===== src/rtl/board_load_ctrl_if.sv =====
// Bundles the three buses that meet at the board loader.
// Latency: none; this is wiring only.
// Backpressure: the game write request is held by its owner until it sees game_wr_ack.
//
// Signal groups:
//   colour generator : cc_enable (to generator), cc_address / cc_data (from generator)
//   game write port  : game_wr_req / game_wr_addr / game_wr_data (in), game_wr_ack (out)
//   regfile write    : rf_we / rf_waddr / rf_wdata (to regfile)
// The slave modport is the loader's view; the master modport is the surrounding system's view.
interface board_load_ctrl_if;
    // colour generator
    logic        cc_enable;
    logic [3:0]  cc_address;
    logic [13:0] cc_data;

    // game logic write request
    logic        game_wr_req;
    logic [3:0]  game_wr_addr;
    logic [13:0] game_wr_data;
    logic        game_wr_ack;

    // register file write port
    logic        rf_we;
    logic [3:0]  rf_waddr;
    logic [13:0] rf_wdata;

    modport slave (
        output cc_enable,
        input  cc_address,
        input  cc_data,
        input  game_wr_req,
        input  game_wr_addr,
        input  game_wr_data,
        output game_wr_ack,
        output rf_we,
        output rf_waddr,
        output rf_wdata
    );

    modport master (
        input  cc_enable,
        output cc_address,
        output cc_data,
        output game_wr_req,
        output game_wr_addr,
        output game_wr_data,
        input  game_wr_ack,
        input  rf_we,
        input  rf_waddr,
        input  rf_wdata
    );
endinterface


===== src/rtl/board_load_ctrl.sv =====
// Board loader: streams NUM_CARDS generator words into regfile 1..NUM_CARDS, then writes the header to 0.
// Latency: first card on rf 2 cycles after new_game is sampled, header after NUM_CARDS+2, board_ready after NUM_CARDS+3.
// Backpressure: game writes are acked only in IDLE/READY; during LOAD/HDR the requester must hold its request.
//
// Ports:
//   clk, rst       system clock, synchronous active-high reset
//   new_game       start-load pulse from the game FSM (ignored while busy)
//   bus            board_load_ctrl_if.slave: generator, game write request and regfile write port
//   busy           high while loading cards or writing the header
//   board_ready    high once the board is fully written
//
// NUM_CARDS must be even and at most 15 so that all card addresses fit in 4 bits next to header address 0.
module board_load_ctrl #(
    parameter int NUM_CARDS = 12
) (
    input  logic             clk,
    input  logic             rst,
    input  logic             new_game,
    board_load_ctrl_if.slave bus,
    output logic             busy,
    output logic             board_ready
);

    typedef enum logic [1:0] {
        IDLE  = 2'd0,
        LOAD  = 2'd1,
        HDR   = 2'd2,
        READY = 2'd3
    } state_t;

    // Counter value on the last enable cycle; enable drops at the edge that sees it.
    localparam logic [3:0]  LAST_CNT = 4'(NUM_CARDS - 1);
    // Header word: number of card pairs on the board.
    localparam logic [13:0] HDR_WORD = 14'(NUM_CARDS / 2);

    state_t      state_q;
    logic [3:0]  cnt_q;
    logic        cc_enable_q;
    logic        valid_q;
    logic        rf_we_q;
    logic [3:0]  rf_waddr_q;
    logic [13:0] rf_wdata_q;
    logic        busy_q;
    logic        board_ready_q;

    // The regfile port belongs to the game logic only while no load is in flight,
    // so loader and game writes can never collide and no priority scheme is needed.
    logic game_grant;
    assign game_grant      = (state_q == IDLE) || (state_q == READY);
    assign bus.game_wr_ack = game_grant && bus.game_wr_req;

    assign bus.cc_enable = cc_enable_q;
    assign bus.rf_we     = rf_we_q;
    assign bus.rf_waddr  = rf_waddr_q;
    assign bus.rf_wdata  = rf_wdata_q;
    assign busy          = busy_q;
    assign board_ready   = board_ready_q;

    always_ff @(posedge clk) begin
        if (rst) begin
            state_q       <= IDLE;
            cnt_q         <= 4'd0;
            cc_enable_q   <= 1'b0;
            valid_q       <= 1'b0;
            rf_we_q       <= 1'b0;
            rf_waddr_q    <= 4'd0;
            rf_wdata_q    <= 14'd0;
            busy_q        <= 1'b0;
            board_ready_q <= 1'b0;
        end else begin
            // The generator presents a word one cycle after each enable cycle,
            // so the enable delayed by one flop marks a valid cc_address/cc_data pair.
            valid_q <= cc_enable_q;
            rf_we_q <= 1'b0;

            case (state_q)
                IDLE, READY: begin
                    if (bus.game_wr_req) begin
                        rf_we_q    <= 1'b1;
                        rf_waddr_q <= bus.game_wr_addr;
                        rf_wdata_q <= bus.game_wr_data;
                    end
                    // board_ready rises one cycle after entering READY, i.e. after
                    // the header write is already visible on the regfile outputs.
                    board_ready_q <= (state_q == READY) && !new_game;
                    if (new_game) begin
                        state_q     <= LOAD;
                        cnt_q       <= 4'd0;
                        cc_enable_q <= 1'b1;
                        busy_q      <= 1'b1;
                    end
                end

                LOAD: begin
                    // Enable stays high for exactly NUM_CARDS cycles (counter 0..NUM_CARDS-1).
                    if (cc_enable_q) begin
                        if (cnt_q == LAST_CNT) begin
                            cc_enable_q <= 1'b0;
                        end else begin
                            cnt_q <= cnt_q + 4'd1;
                        end
                    end
                    if (valid_q) begin
                        rf_we_q    <= 1'b1;
                        rf_waddr_q <= bus.cc_address;
                        rf_wdata_q <= bus.cc_data;
                        // Valid word with enable already low: this is the last card.
                        if (!cc_enable_q) begin
                            state_q <= HDR;
                        end
                    end
                end

                HDR: begin
                    rf_we_q       <= 1'b1;
                    rf_waddr_q    <= 4'd0;
                    rf_wdata_q    <= HDR_WORD;
                    busy_q        <= 1'b0;
                    board_ready_q <= 1'b0;
                    state_q       <= READY;
                end

                default: begin
                    state_q <= IDLE;
                end
            endcase
        end
    end

endmodule


===== src/flat_wrapper.sv =====
// flat-port wrapper written by rule: the top's interface ports become plain ports
module board_load_ctrl_flat 
#(
    parameter int NUM_CARDS = 12
)
  (clk, rst, new_game, busy, board_ready, bus_cc_enable, bus_cc_address, bus_cc_data, bus_game_wr_req, bus_game_wr_addr, bus_game_wr_data, bus_game_wr_ack, bus_rf_we, bus_rf_waddr, bus_rf_wdata);
  board_load_ctrl_if bus_i ();
  input  logic clk;
  input  logic rst;
  input  logic new_game;
  output logic busy;
  output logic board_ready;
  output wire logic [$bits(bus_i.cc_enable)-1:0] bus_cc_enable;
  input wire logic [$bits(bus_i.cc_address)-1:0] bus_cc_address;
  input wire logic [$bits(bus_i.cc_data)-1:0] bus_cc_data;
  input wire logic [$bits(bus_i.game_wr_req)-1:0] bus_game_wr_req;
  input wire logic [$bits(bus_i.game_wr_addr)-1:0] bus_game_wr_addr;
  input wire logic [$bits(bus_i.game_wr_data)-1:0] bus_game_wr_data;
  output wire logic [$bits(bus_i.game_wr_ack)-1:0] bus_game_wr_ack;
  output wire logic [$bits(bus_i.rf_we)-1:0] bus_rf_we;
  output wire logic [$bits(bus_i.rf_waddr)-1:0] bus_rf_waddr;
  output wire logic [$bits(bus_i.rf_wdata)-1:0] bus_rf_wdata;
  assign bus_cc_enable = bus_i.cc_enable;
  assign bus_i.cc_address = bus_cc_address;
  assign bus_i.cc_data = bus_cc_data;
  assign bus_i.game_wr_req = bus_game_wr_req;
  assign bus_i.game_wr_addr = bus_game_wr_addr;
  assign bus_i.game_wr_data = bus_game_wr_data;
  assign bus_game_wr_ack = bus_i.game_wr_ack;
  assign bus_rf_we = bus_i.rf_we;
  assign bus_rf_waddr = bus_i.rf_waddr;
  assign bus_rf_wdata = bus_i.rf_wdata;
  board_load_ctrl #(.NUM_CARDS(NUM_CARDS)) u_core (.clk(clk), .rst(rst), .new_game(new_game), .bus(bus_i), .busy(busy), .board_ready(board_ready));
endmodule

===== config.mk =====
export PLATFORM = sky130hd
export DESIGN_NAME = board_load_ctrl_flat
export DESIGN_NICKNAME = d
export VERILOG_FILES = /design/src/rtl/board_load_ctrl_if.sv /design/src/rtl/board_load_ctrl.sv /design/src/flat_wrapper.sv
export SDC_FILE = /design/constraint.sdc
export NUM_CORES = 1
export LEC_CHECK = 0
export ABC_CLOCK_PERIOD_IN_PS = 1900
export CAP_MARGIN = 40
export CORE_MARGIN = 3
export CORE_UTILIZATION = 42
export DETAILED_ROUTE_END_ITERATION = 8
export GPL_TIMING_DRIVEN = 0
export PLACE_DENSITY = 0.79
export SLEW_MARGIN = 0
export SYNTH_ARGS = -nofsm -noshare
export SYNTH_HDL_FRONTEND = slang
export SYNTH_SLANG_ARGS = --single-unit
export TNS_END_PERCENT = 5

===== constraint.sdc =====
create_clock -name clk -period 1.9 [get_ports clk]
set_input_delay 0.19 -clock clk [delete_from_list [all_inputs] [get_ports clk]]
set_output_delay 0.19 -clock clk [all_outputs]
set_load 0.005 [all_outputs]

Word level (Yosys, flattened, before mapping)
Cells that the tools add are included.
- bits in registers: 29
- logic and storage cells: 56
- mux-type cells: 23
- reduce and logical (&&, ||, !) cells: 13
- equal/unequal tests: 10
- add/sub/neg operators: 1
- operators with widths (cell ; number):
    $pmux W14 S3 ; 1
    $mux W14 ; 2
    $mux W4 ; 5
    $pmux W4 S3 ; 1
    $ne A2 B2 Y1 const B ; 4
    $pmux W4 S2 ; 1
    $mux W2 ; 3
    $pmux W1 S2 ; 3
    $pmux W2 S3 ; 1
    $reduce_and A2 Y1 ; 3
    $mux W1 ; 5
    $add A4 B1 Y4 const B ; 1
    $eq A2 B2 Y1 const B ; 2
    $eq A4 B4 Y1 const B ; 1
    $ne A2 B1 Y1 const B ; 2
    $reduce_and A4 Y1 ; 1
    $reduce_bool A2 Y1 ; 2
    $pmux W1 S3 ; 1
    $reduce_and A3 Y1 ; 1
    $eq A2 B1 Y1 const B ; 1
    $logic_and A1 B1 Y1 ; 2
    $logic_not A2 Y1 ; 1
    $reduce_or A2 Y1 ; 1
    $logic_not A1 Y1 ; 1
    $logic_or A1 B1 Y1 ; 1

Longest topological paths before layout
- depth in word-level cells: 4
- depth in mapped cells: 8
- gate-level depth less buffers: 6

Least setup slack after synthesis
No wires, ideal clock.
- kind: register -> register
- start: reg u_core.state_q[0]
- end: reg u_core.cnt_q[1]
- slack: 0.284 ns
- stages on the path, launching flop included: 8
- library setup time: 0.128 ns
- arrival time: 1.488 ns
- path buffers: 1
- required time: 1.772 ns
- cells stage by stage: dfxtp_1 -> inv_1 -> ha_1 -> buf_6 -> nor2b_4 -> o32ai_4 -> mux2i_1 -> nor2_1
- word-level cells in the longest chain between the ends: 4
- elaborated cells on any way between the ends: 10
- RTL lines (item ; RTL line ; text):
    from (decl) ; board_load_ctrl.sv:36 ; state_t state_q;
    from (signal assigned) ; board_load_ctrl.sv:61 ; state_q <= IDLE;
    from (signal assigned) ; board_load_ctrl.sv:87 ; state_q <= LOAD;
    from (signal assigned) ; board_load_ctrl.sv:109 ; state_q <= HDR;
    $eq A2 B2 Y1 or $logic_not A2 Y1 (tied branches) ; board_load_ctrl.sv:76 ; case (state_q)
    $reduce_or A2 Y1 ; board_load_ctrl.sv:76 ;
    $ne A2 B2 Y1 (no source line) or $reduce_bool A2 Y1 (tied branches) ; -- ;
    $reduce_and A4 Y1 (no source line) ; -- ;
    to (signal assigned) ; board_load_ctrl.sv:100 ; cnt_q <= cnt_q + 4'd1;
    to (decl) ; board_load_ctrl.sv:37 ; logic [3:0] cnt_q;
Parallel ways exist; a longest one is shown, timed or not.
A chain may end at the register's enable or synchronous reset.

Worst setup path after layout
Ends and elaborated chain as after synthesis.

==> results.sh <==
export IMPL_tightest_slew_ps=724.8
export IMPL_status="complete, no violations"
export IMPL_grt_pass1_wl_um=6147
export IMPL_overflow=0
export IMPL_finalHoldViolCount=0
export IMPL_grt_pass1_vias=1337
export IMPL_maxCapViolations=0
export IMPL_h_tree_depth=2
export IMPL_route_detailed_drc=0
export IMPL_gp_congestion=0.7621
export IMPL_startpoint_type="flop"
export IMPL_power_leakage_uw=0.0008513
export IMPL_die_w_um=65.59
export IMPL_fin_crit_sh_pct=92.20
export IMPL_end_kind="flop"
export IMPL_cts_tree="done"
export IMPL_swShare_pct=39.57
export IMPL_postCtsHoldBufs=0
export IMPL_multi_input_area_sq_um=834.6
export IMPL_cp_slowest_cell="dfxtp_2"
export IMPL_combPwrFrac_pct=61.9
export IMPL_cp_cell_sequence="inv_1 > ha_4 > buf_8 > buf_6 > nor2b_4 > o32ai_4 > mux2i_1 > nor2_1"
export IMPL_dp_hpwl_um=3001
export IMPL_cp_arrival_ps=1950
export IMPL_skew_ps=10.05
export IMPL_crit_fanout=18
export IMPL_diodes=0
export IMPL_rsz0062_at_grt="false"
export IMPL_syn_area_per_cell_sq_um=9.206
export IMPL_max_stage_delay_ps=340
export IMPL_floorplan_initialDensity_pct=44.00
export IMPL_via_count=1426
export IMPL_pin_count=63
export IMPL_synthToLayoutAreaGrowth_pct=50.84
export IMPL_wirelength_um=3924
export IMPL_ir_drop_v=0.0009790
export IMPL_hp_class="in2reg"
export IMPL_io_buffers=61
export IMPL_drtIter0Drc=44
export IMPL_pwr_share_seq_pct=27.9
export IMPL_yosysTopAreaCell="dfxtp_1"
export IMPL_final_cells=277
export IMPL_p_per_area_mw_per_mm2=1605
export IMPL_final_common_cell="clkdlybuf4s50_1"
export IMPL_switchingPower_uw=1429
export IMPL_regArea_sq_um=583.1
export IMPL_cts_buffer_depth=2
export IMPL_p_int_uw=2182
export IMPL_synth_area_leaders="dfxtp_1 39%, a211oi_2 12%, a22oi_1 7.6%"
export IMPL_crit_type="reg2reg"
export IMPL_period_minus_slack_ps=1752
export IMPL_dp_cells=269
export IMPL_cts_root_buf="clkbuf_4"
export IMPL_layout_common_cells="60 x clkdlybuf4s50_1, 27 x dfxtp_1, 26 x nor2_1"
export IMPL_ant_nets=0
export IMPL_clkPwrFrac_pct=10.3
export IMPL_slew_violations=0
export IMPL_die_h_um=65.59
export IMPL_first_pass_iters=4
export IMPL_setup_viol=0
export IMPL_die_area_sq_mm=0.004302
export IMPL_antenna_found_initial=0
export IMPL_cts_buffers=5
export IMPL_n_fill_cell=278
export IMPL_final_nets=275
export IMPL_ys_ff_latch=29
export IMPL_synth_area_sq_mm=0.001491
export IMPL_postSynthCellCount=162
export IMPL_clock_sinks=29
export IMPL_via_per_inst=5.148
export IMPL_synth_warnings=0
export IMPL_rows=21
export IMPL_grt_usage_pct=18.59
export IMPL_path_clk_slew_ps=90
export IMPL_grt_max_degree=19
export IMPL_clk_latency_ps=320
export IMPL_relSlewSlack_pct=51.68
export IMPL_critPathRequiredTime_ps=2100
export IMPL_synth_top_cell_area_share_pct=38.93
export IMPL_fin_setup_tns_ps=0
export IMPL_synth_fp_nets=206
export IMPL_synth_distinct_cells=35
export IMPL_drive_gt1_share_pct=18.18
export IMPL_fmax_mhz=570.9
export IMPL_ys_seq_area_share_pct=38.93
export IMPL_wl_per_cell_um=14.17
export IMPL_core_area_sq_mm=0.003390
## flip-flops by register name, summed over array words and instances (netlist names)
| signal | count |
|---|---|
| u_core.busy | 1 |
| u_core.bus.rf_waddr | 4 |
| u_core.board_ready | 1 |
| u_core.bus.rf_wdata | 14 |
| u_core.bus.rf_we | 1 |
| u_core.valid_q | 1 |
| u_core.state_q | 2 |
| u_core.cnt_q | 4 |
| u_core.bus.cc_enable | 1 |
## final cells by class
cell class,count,area share (%)
multi-input cells,117,37.10
inverters,4,0.6674
flip-flops and latches,29,25.92
clock buffers,7,2.447
repair buffers,63,28.09
plain buffers,11,3.226
well taps,46,2.558
## metrics by stage
| step | total power (uW) | util (%) | hold slack, ps | setup WS [ps] | area, sq um |
|---|---|---|---|---|---|
| floorplan | 2354 | - | 398.8 | 284.2 | 1491 |
| global placement | 3129 | 63.71 | 471.4 | -20.99 | 2160 |
| detailed placement | 3190 | 63.71 | 480.9 | -61.85 | 2160 |
| CTS | 3627 | 66.15 | 187.6 | 27.20 | 2242 |
| global route | 3886 | 66.37 | 186.7 | 35.13 | 2250 |
| finish | 3611 | 66.37 | 190.2 | 148.2 | 2250 |
## metal layers
metal,vias up,wire length (um),global-route usage [%]
met3,10,186,5.299
met5,-,0,0
met2,38,1810,30.09
met1,653,1844,23.11
li1,725,-,-
met4,0,82,7.513
## worst max-delay path, delay by kind of cell, from the launching register on
| kind | cells | cell delay, ps |
|---|---|---|
| compound gates | 1 | 290 |
| fa+ha+maj | 1 | 240 |
| flops | 1 | 340 |
| buf+inv | 3 | 320 |
| simple gates | 2 | 210 |
| mux | 1 | 220 |
## repair_timing
| item | in CTS | in global routing |
|---|---|---|
| setup buffers | 2 | 0 |
| endpoints found under the setup margin | 1 | 2 |
| pin swaps | 0 | 1 |
| gates resized for setup | 3 | 3 |
| gates cloned | 0 | 0 |
## cells in the mapped netlist
| master | n |
|---|---|
| nor2_4 | 1 |
| a211oi_1 | 3 |
| nand3_1 | 1 |
| and2_2 | 1 |
| and3b_2 | 1 |
| a21oi_4 | 1 |
| a21oi_1 | 10 |
| o21ai_0 | 5 |
| buf_2 | 5 |
| clkbuf_1 | 2 |
| buf_4 | 4 |
| buf_6 | 1 |
| nor2_1 | 26 |
| a31oi_1 | 1 |
| a311oi_1 | 1 |
| a22oi_1 | 15 |
| o32ai_4 | 1 |
| dfxtp_1 | 29 |
| and2_1 | 2 |
| o21ai_1 | 1 |
| nor4_1 | 1 |
| nor2b_1 | 3 |
| inv_2 | 1 |
| nor4b_1 | 1 |
| a2bb2oi_1 | 1 |
| mux2i_1 | 4 |
| nor2b_4 | 1 |
| ha_1 | 4 |
| nand3b_1 | 1 |
| a211oi_2 | 14 |
| nand2b_1 | 2 |
| or2_2 | 1 |
| nor3_1 | 3 |
| nand2_1 | 11 |
| inv_1 | 3 |
## power by group through the flow
stage / sequential (uW) / combinational (uW) / clock (uW)
finish: 1010 / 2230 / 372
global route: 1040 / 2440 / 411
CTS: 1000 / 2240 / 382
detailed placement: 1010 / 2170 / 0
global placement: 1000 / 2130 / 0
floorplan: 1020 / 1340 / 0
## cell families after synthesis
| group | Yosys count | synth area share (%) |
|---|---|---|
| AO/OA/AOI/OAI | 53 | 30.71 |
| adder cells (fa/ha/maj) | 4 | 3.356 |
| buffers and inverters | 16 | 5.956 |
| flip-flops | 29 | 38.93 |
| multiplexers | 4 | 2.685 |
| AND/OR/NAND/NOR | 56 | 18.37 |
## worst paths after layout
check | slack, ps | from | end | cells past startpoint
setup / recovery | 150 | u_core.state_q[0] | u_core.cnt_q[1] | 8
hold / removal | 190 | rst | u_core.bus.rf_waddr[3] | 2
setup reg to reg | 150 | u_core.state_q[0] | u_core.cnt_q[1] | 8
hold reg to reg | 500 | u_core.bus.rf_wdata[4] | u_core.bus.rf_wdata[4] | 2
(Power assumes the default switching activity.)
